[config.mk]
export PLATFORM = sky130hd
export DESIGN_NAME = pong_game_ctrl_flat
export DESIGN_NICKNAME = d
export VERILOG_FILES = /design/src/rtl/pong_game_ctrl_if.sv /design/src/rtl/pong_game_ctrl.sv /design/src/flat_wrapper.sv
export SDC_FILE = /design/constraint.sdc
export NUM_CORES = 1
export LEC_CHECK = 0
export ABC_AREA = 1
export CORE_MARGIN = 2
export CORE_UTILIZATION = 40
export CTS_CLUSTER_DIAMETER = 150
export DETAILED_ROUTE_END_ITERATION = 8
export PLACE_DENSITY = 0.77
export SYNTH_ARGS = -nofsm -noshare
export SYNTH_HDL_FRONTEND = slang
export SYNTH_SLANG_ARGS = --single-unit
[constraint.sdc]
create_clock -name clk -period 4.1 [get_ports clk]
set_input_delay 0.82 -clock clk [delete_from_list [all_inputs] [get_ports clk]]
set_output_delay 0.82 -clock clk [all_outputs]
set_load 0.005 [all_outputs]
[src/rtl/pong_game_ctrl_if.sv]
// Game-event and score/overlay signals between the pong graphics side and the game sequencer.
// master drives frame/button/collision inputs and score digits; slave is the sequencer.
interface pong_game_ctrl_if #(
  parameter int BW = 3
) ();
  logic          refresh_tick;
  logic [1:0]    btn;
  logic          hit;
  logic          miss;
  logic [3:0]    dig0;
  logic [3:0]    dig1;
  logic          d_inc;
  logic          d_clr;
  logic          gra_still;
  logic [1:0]    text_sel;
  logic [BW-1:0] balls_left;
  logic          timer_busy;

  modport master (
    output refresh_tick, btn, hit, miss, dig0, dig1,
    input  d_inc, d_clr, gra_still, text_sel, balls_left, timer_busy
  );

  modport slave (
    input  refresh_tick, btn, hit, miss, dig0, dig1,
    output d_inc, d_clr, gra_still, text_sel, balls_left, timer_busy
  );
endinterface

[src/rtl/pong_game_ctrl.sv]
// Pong game sequencer: score strobes, ball count, frame-based pause timer, overlay select.
// Optional PONG_WIN_CAP_EN: a hit at score 99 ends the game instead of wrapping the counter.
module pong_game_ctrl #(
  parameter int BALLS       = 3,
  parameter int TIMER_TICKS = 120,
  parameter int BW          = 3
) (
  input  logic            clk,
  input  logic            reset,
  pong_game_ctrl_if.slave bus
);
  typedef enum logic [1:0] {NEWGAME, PLAY, NEWBALL, OVER} state_e;

  localparam logic [7:0]    TLOAD      = 8'(TIMER_TICKS - 1);
  localparam logic [BW-1:0] BALLS_INIT = BW'(BALLS);

  state_e        state_q, state_d;
  logic [7:0]    timer_q, timer_d;
  logic [BW-1:0] balls_q, balls_d;
  logic          btn_prev_q;
  logic          d_inc_q, d_inc_d;
  logic          d_clr_q, d_clr_d;
  logic          gra_still_q;
  logic [1:0]    text_sel_q, text_sel_d;
  logic          timer_busy_q;
  logic          start;
  logic          at_cap;

  // A held button only counts once: edge against last cycle's level.
  assign start = (|bus.btn) & ~btn_prev_q;

`ifdef PONG_WIN_CAP_EN
  assign at_cap = (bus.dig1 == 4'd9) && (bus.dig0 == 4'd9);
`else
  logic unused_dig;
  assign unused_dig = ^{bus.dig1, bus.dig0};
  assign at_cap     = 1'b0;
`endif

  always_comb begin
    state_d = state_q;
    timer_d = timer_q;
    balls_d = balls_q;
    d_inc_d = 1'b0;
    d_clr_d = 1'b0;
    if (bus.refresh_tick && (timer_q != 8'd0)) timer_d = timer_q - 8'd1;
    case (state_q)
      NEWGAME: begin
        balls_d = BALLS_INIT;
        if (start) begin
          d_clr_d = 1'b1;
          state_d = PLAY;
        end
      end
      PLAY: begin
        if (bus.hit && at_cap) begin
          state_d = OVER;
          timer_d = TLOAD;
        end else begin
          d_inc_d = bus.hit;
          if (bus.miss) begin
            timer_d = TLOAD;
            if (balls_q > BW'(1)) begin
              balls_d = balls_q - BW'(1);
              state_d = NEWBALL;
            end else begin
              balls_d = '0;
              state_d = OVER;
            end
          end
        end
      end
      NEWBALL: if (start && (timer_q == 8'd0)) state_d = PLAY;
      OVER: begin
        if (timer_q == 8'd0) begin
          state_d = NEWGAME;
          balls_d = BALLS_INIT;
        end
      end
      default: state_d = NEWGAME;
    endcase
  end

  always_comb begin
    text_sel_d = 2'b01;
    case (state_d)
      NEWGAME: text_sel_d = 2'b01;
      PLAY:    text_sel_d = 2'b00;
      NEWBALL: text_sel_d = 2'b11;
      OVER:    text_sel_d = 2'b10;
      default: text_sel_d = 2'b01;
    endcase
  end

  // Overlay/freeze/busy are registered from next-state so they line up with state_q.
  always_ff @(posedge clk or posedge reset) begin
    if (reset) begin
      state_q      <= NEWGAME;
      timer_q      <= 8'd0;
      balls_q      <= BALLS_INIT;
      btn_prev_q   <= 1'b0;
      d_inc_q      <= 1'b0;
      d_clr_q      <= 1'b0;
      gra_still_q  <= 1'b1;
      text_sel_q   <= 2'b01;
      timer_busy_q <= 1'b0;
    end else begin
      state_q      <= state_d;
      timer_q      <= timer_d;
      balls_q      <= balls_d;
      btn_prev_q   <= |bus.btn;
      d_inc_q      <= d_inc_d;
      d_clr_q      <= d_clr_d;
      gra_still_q  <= (state_d != PLAY);
      text_sel_q   <= text_sel_d;
      timer_busy_q <= (timer_d != 8'd0);
    end
  end

  assign bus.d_inc      = d_inc_q;
  assign bus.d_clr      = d_clr_q;
  assign bus.gra_still  = gra_still_q;
  assign bus.text_sel   = text_sel_q;
  assign bus.balls_left = balls_q;
  assign bus.timer_busy = timer_busy_q;
endmodule
[src/flat_wrapper.sv]
// flat-port wrapper written by rule: the top's interface ports become plain ports
module pong_game_ctrl_flat 
#(
  parameter int BALLS       = 3,
  parameter int TIMER_TICKS = 120,
  parameter int BW          = 3
)
  (clk, reset, bus_refresh_tick, bus_btn, bus_hit, bus_miss, bus_dig0, bus_dig1, bus_d_inc, bus_d_clr, bus_gra_still, bus_text_sel, bus_balls_left, bus_timer_busy);
  pong_game_ctrl_if #(.BW(BW)) bus_i ();
  input  logic clk;
  input  logic reset;
  input wire logic [$bits(bus_i.refresh_tick)-1:0] bus_refresh_tick;
  input wire logic [$bits(bus_i.btn)-1:0] bus_btn;
  input wire logic [$bits(bus_i.hit)-1:0] bus_hit;
  input wire logic [$bits(bus_i.miss)-1:0] bus_miss;
  input wire logic [$bits(bus_i.dig0)-1:0] bus_dig0;
  input wire logic [$bits(bus_i.dig1)-1:0] bus_dig1;
  output wire logic [$bits(bus_i.d_inc)-1:0] bus_d_inc;
  output wire logic [$bits(bus_i.d_clr)-1:0] bus_d_clr;
  output wire logic [$bits(bus_i.gra_still)-1:0] bus_gra_still;
  output wire logic [$bits(bus_i.text_sel)-1:0] bus_text_sel;
  output wire logic [$bits(bus_i.balls_left)-1:0] bus_balls_left;
  output wire logic [$bits(bus_i.timer_busy)-1:0] bus_timer_busy;
  assign bus_i.refresh_tick = bus_refresh_tick;
  assign bus_i.btn = bus_btn;
  assign bus_i.hit = bus_hit;
  assign bus_i.miss = bus_miss;
  assign bus_i.dig0 = bus_dig0;
  assign bus_i.dig1 = bus_dig1;
  assign bus_d_inc = bus_i.d_inc;
  assign bus_d_clr = bus_i.d_clr;
  assign bus_gra_still = bus_i.gra_still;
  assign bus_text_sel = bus_i.text_sel;
  assign bus_balls_left = bus_i.balls_left;
  assign bus_timer_busy = bus_i.timer_busy;
  pong_game_ctrl #(.BALLS(BALLS), .TIMER_TICKS(TIMER_TICKS), .BW(BW)) u_core (.clk(clk), .reset(reset), .bus(bus_i));
endmodule
==> run summary, run 1 <==
The run finished with clean final reports. For flop-to-flop paths, the worst setup slack is 2.40 ns. The shortest period the worst path allows is 2.21 ns. The number of vias after detailed routing was 1,016. Synthesis produced a netlist whose cell count is 156. Across all hold checks on the routed design, the worst slack comes to 0.555 ns.

The number of antenna violations at the first check in global routing was 0. The total negative slack was 0 ns. The die outline area was 3370 µm².

Flip-flop cell with the highest count after synthesis: sky130_fd_sc_hd__dfrtp_1. At the end of routability-driven placement, the weighted congestion stood at 0.924. The detailed router finished its first iteration with 27 violations.

The tools report the effective utilization at floorplan as 42.3%. In this run the core area contains 19 standard-cell rows. The worst register-to-register path ends at u_core.bus.timer_busy. The critical path goes through clkdlybuf4s50_1. The slowest stage of the critical path belongs to the cell sky130_fd_sc_hd__dfstp_2. The kind of cell adding the most delay to the critical path was flip-flops. The die is 58.0 µm wide.

Counting flops and latches in the post-synthesis netlist gives 20. Including well taps, the total number of placed cells is 202. The number of stages on the worst setup path was 1; the number of cells in the finished layout apart from fillers was 206. The tool flagged a number of max-cap violations equal to 0. The depth of the worst register-to-register path was 11; the post-detailed-route via-to-cell ratio was 4.93.

The path type of the worst min-delay path was reg -> reg. Vertical die dimension: 58.0 µm. The share of synthesized area occupied by flip-flops and latches was 43.3%; the number of buffers and inverters on the critical path was 1. Once detailed placement completed, the half-perimeter wirelength came to 1740 µm.

During I/O placement, the number of pins put on the boundary was 24. In this run the power spent charging and discharging nets is 0.368 mW. For this run the aggregate overflow at the end of global routing stands at 0. The number of synthesized flops with an enable pin was 0; the pin slew with the least headroom to its limit was 0.747 ns.

The critical path ends at bus_balls_left[0]. Kind of critical path: reg -> out. Setup violations remaining at the end of the flow were counted as 0.

The logs give 21 for the maximum number of pins on one net before global-route repair and 2760 µm² for the area inside the core boundary. The run gives 0.897 mW as the post-route total power. The clock drives 20 sinks.

The proportion of layout cells with a drive suffix above 1 came out at 13.1%. Switching fraction of total power: 41.0%. The run gives 0 as the count of antenna diodes in the layout. The final routed wire length divided by cell count came out at 11.2 µm.

The tree is rooted in a sky130_fd_sc_hd__clkbuf_4. Once detail routing completed, the nets flagged for antenna violations numbered 0. The count of hold-fix buffers inserted at cts came out at 0.

Measured against its own limit, the worst slew margin works out to 50.2%. For the peak supply drop, the log shows 0.390 mV. After synthesis, the netlist uses 23 different library cells. Relative to the synthesized area, the layout overhead comes to 20.7%.

Per report_power, the clock group accounts for 18.2% of the total. The tools report the number of global-route vias before repair as 895. Average footprint of a synthesized cell: 7.48 µm². The clock reaches the later pin of the worst-skew pair after 0.31 ns. After layout, the worst path uses 53.9% of the clock period. For the worst setup path, the data required time is 3.28 ns. For the routed wire length, the log shows 2310 µm.

Summing every instance area after synthesis gives 1170 µm². In this run the worst path has a maximum fanout of 4. The run gives 0 as the DRC violation count after routing. The logs give 3760 µm for the global-route wire length before repair and 0.750 nW for the leakage power total. In this run the critical register-to-register path is launched from u_core.timer_q[0].

For the H-tree depth, the log shows 1. The tools report the number of endpoints with negative hold slack in the final report as 0. The share of synthesized registers carrying an async set or reset was 100%; the biggest cell delay along the critical path was 0.57 ns. The final number of max-transition violations was 0; the count of buffers from port buffering was 15. Setup repair after global routing left no endpoint under its margin. The internal portion of the total power is 0.529 mW. Yosys printed 0 warnings.

The tools report the data arrival time of the critical path as 1.39 ns. For this run, the detailed router's first-pass iteration total came to 4. Based on the critical path, the design can be clocked at up to 452 MHz. The maximum buffer depth of the clock tree was 2. The run gives 51.1% as the end-of-flow core utilization. The critical path startpoint category was a flop. Global routing used 14.8% of the available tracks across all layers. The CTS buffer count was 3; the post-cts resize count was 0. In this run the worst setup path begins at u_core.bus.balls_left[0]. The tools report the element type at the critical path end as an output port. The run gives 175 as the total nets after synthesis.

After the last flow step, the layout net total stands at 195. Registers are responsible for 36.9% of the overall power. TritonCTS built the clock tree. The areal power density over the cells is 637 nW/µm², and the final clock skew is 0.00996 ns. After clock tree synthesis, the clock-pin slew on the worst setup and hold paths is 0.12 ns.

The logs give 44.9% for the part of the total power dissipated in combinational logic and 0 for the number of setup buffers added after CTS.
## flip-flops by register name, summed over array words and instances (netlist names)
| register | count |
|---|---|
| u_core.bus.timer_busy | 1 |
| u_core.bus.balls_left | 3 |
| u_core.timer_q | 8 |
| u_core.bus.text_sel | 2 |
| u_core.bus.gra_still | 1 |
| u_core.btn_prev_q | 1 |
| u_core.bus.d_inc | 1 |
| u_core.state_q | 2 |
| u_core.bus.d_clr | 1 |
## power groups by stage
stage	combinational [mW]	sequential, mW	clock [mW]
finish	0.403	0.331	0.163
global route	0.458	0.341	0.173
CTS	0.402	0.330	0.167
detailed placement	0.399	0.333	0
global placement	0.379	0.331	0
floorplan	0.285	0.326	0
## per-stage QoR
step	setup WS, ns	area, µm²
final	1.89	1410
after global routing	1.86	1410
after CTS	1.88	1410
after detailed placement	1.79	1360
after global placement	1.78	1360
after floorplan	2.55	1170
## per-layer routing
layer  wire, µm  GRT usage, %
met3        140          2.46
met1       1040          19.2
met4         47          7.31
met2       1080          23.9
met5          0             0
## area by class of cell
| type | count | area [µm²] |
|---|---|---|
| Clock buffer | 3 | 22.5 |
| Clock inverter | 1 | 30.0 |
| Fill cell | 268 | 1350 |
| Inverter | 34 | 128 |
| Multi-Input combinational cell | 102 | 534 |
| Sequential cell | 20 | 505 |
| Tap cell | 31 | 38.8 |
| Timing Repair Buffer | 15 | 150 |
## synthesized netlist by cell type (2+ instances only)
cell type | n | share of area, %
sky130_fd_sc_hd__nand4_1 | 4 | 2.1
sky130_fd_sc_hd__ha_1 | 4 | 4.3
sky130_fd_sc_hd__nor2_2 | 4 | 2.1
sky130_fd_sc_hd__dfrtp_1 | 16 | 34
sky130_fd_sc_hd__nand2_2 | 3 | 1.6
sky130_fd_sc_hd__inv_1 | 33 | 11
sky130_fd_sc_hd__xor2_1 | 2 | 1.5
sky130_fd_sc_hd__nand2_1 | 37 | 12
sky130_fd_sc_hd__nor2_1 | 18 | 5.8
sky130_fd_sc_hd__o21ai_0 | 6 | 2.6
sky130_fd_sc_hd__nor2_4 | 3 | 2.9
sky130_fd_sc_hd__dfstp_2 | 4 | 9.0
sky130_fd_sc_hd__nand3_1 | 12 | 5.1
## cells by family after synthesis
| kind of cell | after synthesis | share of synthesized area [%] |
|---|---|---|
| and+or+nand+nor | 86 | 35.2 |
| adders and majority gates | 4 | 4.29 |
| xor gates and xnor gates | 2 | 1.50 |
| AOI/OAI and AO/OA | 10 | 4.82 |
| DFF | 20 | 43.3 |
| buffers and inverters | 34 | 10.9 |
## worst min path at each step
stage | start | end | slack, ns | cells past startpoint
floorplan | u_core.state_q[1] | u_core.bus.d_inc | 0.50 | 1
detailed placement | u_core.state_q[1] | u_core.bus.d_inc | 0.54 | 1
finish | u_core.state_q[1] | u_core.bus.d_inc | 0.55 | 1
CTS | u_core.state_q[1] | u_core.bus.d_inc | 0.56 | 1
global route | u_core.bus.balls_left[0] | u_core.bus.balls_left[0] | 0.60 | 2
global placement | u_core.timer_q[0] | u_core.timer_q[0] | 0.53 | 3
## placed cells by master, fill, tap and decap left out
cell,instances
sky130_fd_sc_hd__clkbuf_4,3
sky130_fd_sc_hd__dfstp_2,4
sky130_fd_sc_hd__nor3b_1,1
sky130_fd_sc_hd__nand2_2,3
sky130_fd_sc_hd__nand4_1,4
sky130_fd_sc_hd__nor2_2,4
sky130_fd_sc_hd__inv_1,33
sky130_fd_sc_hd__a21oi_1,1
sky130_fd_sc_hd__ha_1,4
sky130_fd_sc_hd__bufinv_16,1
sky130_fd_sc_hd__nand3_1,12
sky130_fd_sc_hd__xor2_1,2
sky130_fd_sc_hd__nor2_4,3
sky130_fd_sc_hd__clkdlybuf4s50_1,15
sky130_fd_sc_hd__nand2_4,1
sky130_fd_sc_hd__o21ai_1,1
sky130_fd_sc_hd__or2_2,1
sky130_fd_sc_hd__nor2_1,18
sky130_fd_sc_hd__a21boi_1,1
sky130_fd_sc_hd__nand2_1,37
sky130_fd_sc_hd__dfrtp_1,16
sky130_fd_sc_hd__inv_2,1
sky130_fd_sc_hd__a21oi_2,1
sky130_fd_sc_hd__nand3_2,1
sky130_fd_sc_hd__o21ai_0,6
sky130_fd_sc_hd__or2_1,1
No activity file was read; power rests on OpenSTA's default activity.
==> run 2, diff against run 1 <==
Settings changed: PLACE_DENSITY 0.77 to 0.79.
Clock period 4.1 ns to 1.9 ns, I/O delays scaled along.
==> run 2 against run 1 <==
  * Count of clock-buffer cells in the layout grew 1
  * Power grew 100%
  * Cell count grew 0.97%
  * Combinational power grew 110%
  * Global-route usage shrank 0.49 points
  * Via count shrank 6.0%
  * Flip-flop and latch count is the same
  * Critical endpoint unchanged
  * Largest cell class unchanged
  * Largest power group unchanged
==> run summary, run 2 (same netlist as run 1, synthesis figures left out) <==
The flow ran to the end, and the final reports show no timing, DRC or antenna violations. End-of-flow core utilization: 51.0% (about the same). The post-detailed-route via-to-cell ratio is 4.59 (-6.9%). For the violation count after the first detailed-route iteration, the log shows 15 (-44%). The count of buffers from port buffering was 15 (unchanged); the post-cts resize count was 0 (unchanged). The leakage power total is 0.752 nW (+0.36%). TritonCTS built the clock tree. The setup slack on the worst flop-to-flop path is 0.20 ns (-2.20 ns). The tightest min-delay check is of the in -> async type.

The final antenna-violating net count came out at 0 (unchanged). The number of antenna violations at the first check in global routing was 0 (unchanged). The run gives 259 (-3.4%) as the number of fill cells in the layout. The tools report the DRC violation count after routing as 0 (unchanged). The count of antenna diodes in the layout is 0 (unchanged). The H-tree depth was 1 (unchanged); the die outline area was 3370 µm² (unchanged). Depth of the worst register-to-register path: 11 (unchanged). The routed wire length was 2130 µm (-8.0%).

In this design, the largest share of critical-path delay is due to flip-flops. The logs give 1.52 ns (-1.76 ns) for the data required time at the worst endpoint and 1670 µm (-4.3%) for the half-perimeter wire length after detailed placement. The tools report the instance area after placement as 1370 µm² (+1.1%). The tools report the maximum number of pins on one net before global-route repair as 21 (unchanged). The library cell used as clock root buffer is sky130_fd_sc_hd__clkbuf_4. For the number of global-route vias before repair, the log shows 870 (-2.8%).

The summed area of non-filler cells in the final layout is 1410 µm² (about the same), and the data arrival time of the critical path is 1.37 ns (-0.02 ns). The run gives 20 (unchanged) as the number of sinks driven by the clock tree. The library cell used most frequently in the layout, excluding fill and tap cells, is sky130_fd_sc_hd__nand2_1.

The number of endpoints with negative hold slack in the final report was 0 (unchanged). The post-placement worst setup slack was 0.109 ns (-1.68 ns). Biggest cell delay along the critical path: 0.57 ns (about the same).

Final routed wire length divided by cell count: 10.2 µm (-8.9%). The number of placed I/O pins is 24 (unchanged). The number of buffers and inverters on the critical path works out to 1 (unchanged). The global-route wire length before repair came out at 3640 µm (-3.1%). The highest net fanout along the worst path was 4 (unchanged). The layout overhead on the synthesized area was 20.6% (about the same). Peak-usage layer in the global routing report: met2.

The number of flip-flops under the largest register name was 8 (unchanged). The worst setup path is of the reg -> out kind. The vertical die dimension came out at 58.0 µm (unchanged). Global routing met2 resource utilization: 23.2% (-0.65 points).

For the number of setup buffers added after CTS, the log shows 0 (unchanged). In this run the critical register-to-register path is launched from u_core.timer_q[0]. The run gives 2760 µm² (unchanged) as the area inside the core boundary. The share of the clock period used by the worst path after layout is 92.0%, and the maximum buffer depth of the clock tree is 2 (unchanged). The number of vias after detailed routing was 955 (-6.0%); the shortest period the worst path allows was 1.75 ns.

The critical path goes through clkdlybuf4s50_1. The max-capacitance violation count was 0 (unchanged); the final number of max-transition violations was 0 (unchanged). The tools report the global-route track usage on met1 as 18.8% (-0.46 points). The areal power density over the cells came out at 1290 nW/µm² (+100%). The largest individual stage delay along the critical path comes from the cell sky130_fd_sc_hd__dfstp_2. The run gives 0.615 mV (+58%) as the peak supply drop. Setup repair after global routing left no endpoint under its margin.

In this run the critical register-to-register path is captured at u_core.bus.timer_busy. The CTS buffer count was 3 (unchanged); the global-route congestion overflow total was 0 (unchanged). For the number of placement rows, the log shows 19 (unchanged). The tools report the placer's final routability congestion estimate as 0.864 (-6.6%). The global router's overall resource usage was 14.3% (-0.49 points); the number of failing setup endpoints in the final timing report was 0 (unchanged). Worst hold slack: 0.399 ns (-0.156 ns). The count of hold-fix buffers inserted at cts is 0 (unchanged).

The horizontal die dimension is 58.0 µm (unchanged), and the final clock skew is 0.00470 ns (-0.00526 ns). The normalized max-slew margin was 76.1% (+26 points). The tools report the number of iterations in the first detailed-routing pass as 4 (unchanged). The final worst setup slack was 0.151 ns (-1.74 ns); the pin slew with the least headroom to its limit was 0.355 ns (-0.392 ns). The clock transition at the registers of the reported paths works out to 0.12 ns (about the same). STA classifies the critical path startpoint as a flop.

The worst setup path is captured at an output port. The clock latency at the later pin of the worst-skew pair was 0.30 ns (about the same). Total negative slack: 0 ns (unchanged). u_core.timer_q holds more flip-flops than any other register. The proportion of layout cells with a drive suffix above 1 is 14.1% (+0.98 points), and the effective utilization at floorplan is 42.3% (unchanged). Met3 global-route usage: 2.01% (-0.45 points). The maximum frequency from static timing analysis came out at 572 MHz.

In the layout the commonest cells are sky130_fd_sc_hd__nand2_1, sky130_fd_sc_hd__inv_1, sky130_fd_sc_hd__nor2_1. The post-layout net count came out at 197 (+1.0%).
-- run 2: report_power, final --
part	total, mW	internal (mW)	leakage, nW	switching, mW
Sequential	0.713	0.588	0.232	0.124
Clock	0.249	0.117	0.0210	0.132
Combinational	0.852	0.341	0.499	0.511
-- run 2: layout make-up --
cell class	count	area, µm²	share of cell area, %
flip-flops and latches	20	505	35.9
repair buffers	17	165	11.7
multi-input cells	102	534	38.0
well taps	31	38.8	2.76
inverters	34	128	9.07
clock buffers	4	36.3	2.58
-- run 2: worst max path at each step --
stage / startpoint / endpoint / depth (start not counted)
floorplan: u_core.timer_q[0] / u_core.bus.timer_busy / 11
global placement: bus_refresh_tick / u_core.bus.timer_busy / 8
detailed placement: bus_refresh_tick / u_core.bus.timer_busy / 8
CTS: u_core.bus.balls_left[0] / bus_balls_left[0] / 1
global route: u_core.timer_q[0] / u_core.bus.timer_busy / 11
finish: u_core.bus.balls_left[0] / bus_balls_left[0] / 1
-- run 2: layer usage --
layer | up-vias | routed length [µm]
met5 | - | 0
met1 | 425 | 1040
met4 | 0 | 34
li1 | 516 | -
met2 | 12 | 982
met3 | 2 | 64
-- run 2: per-stage QoR --
step,power (mW),instances
4_1_cts,1.83,208
5_1_grt,1.99,208
6_report,1.81,208
3_5_place_dp,1.58,204
2_1_floorplan,1.32,156
3_3_place_gp,1.55,204
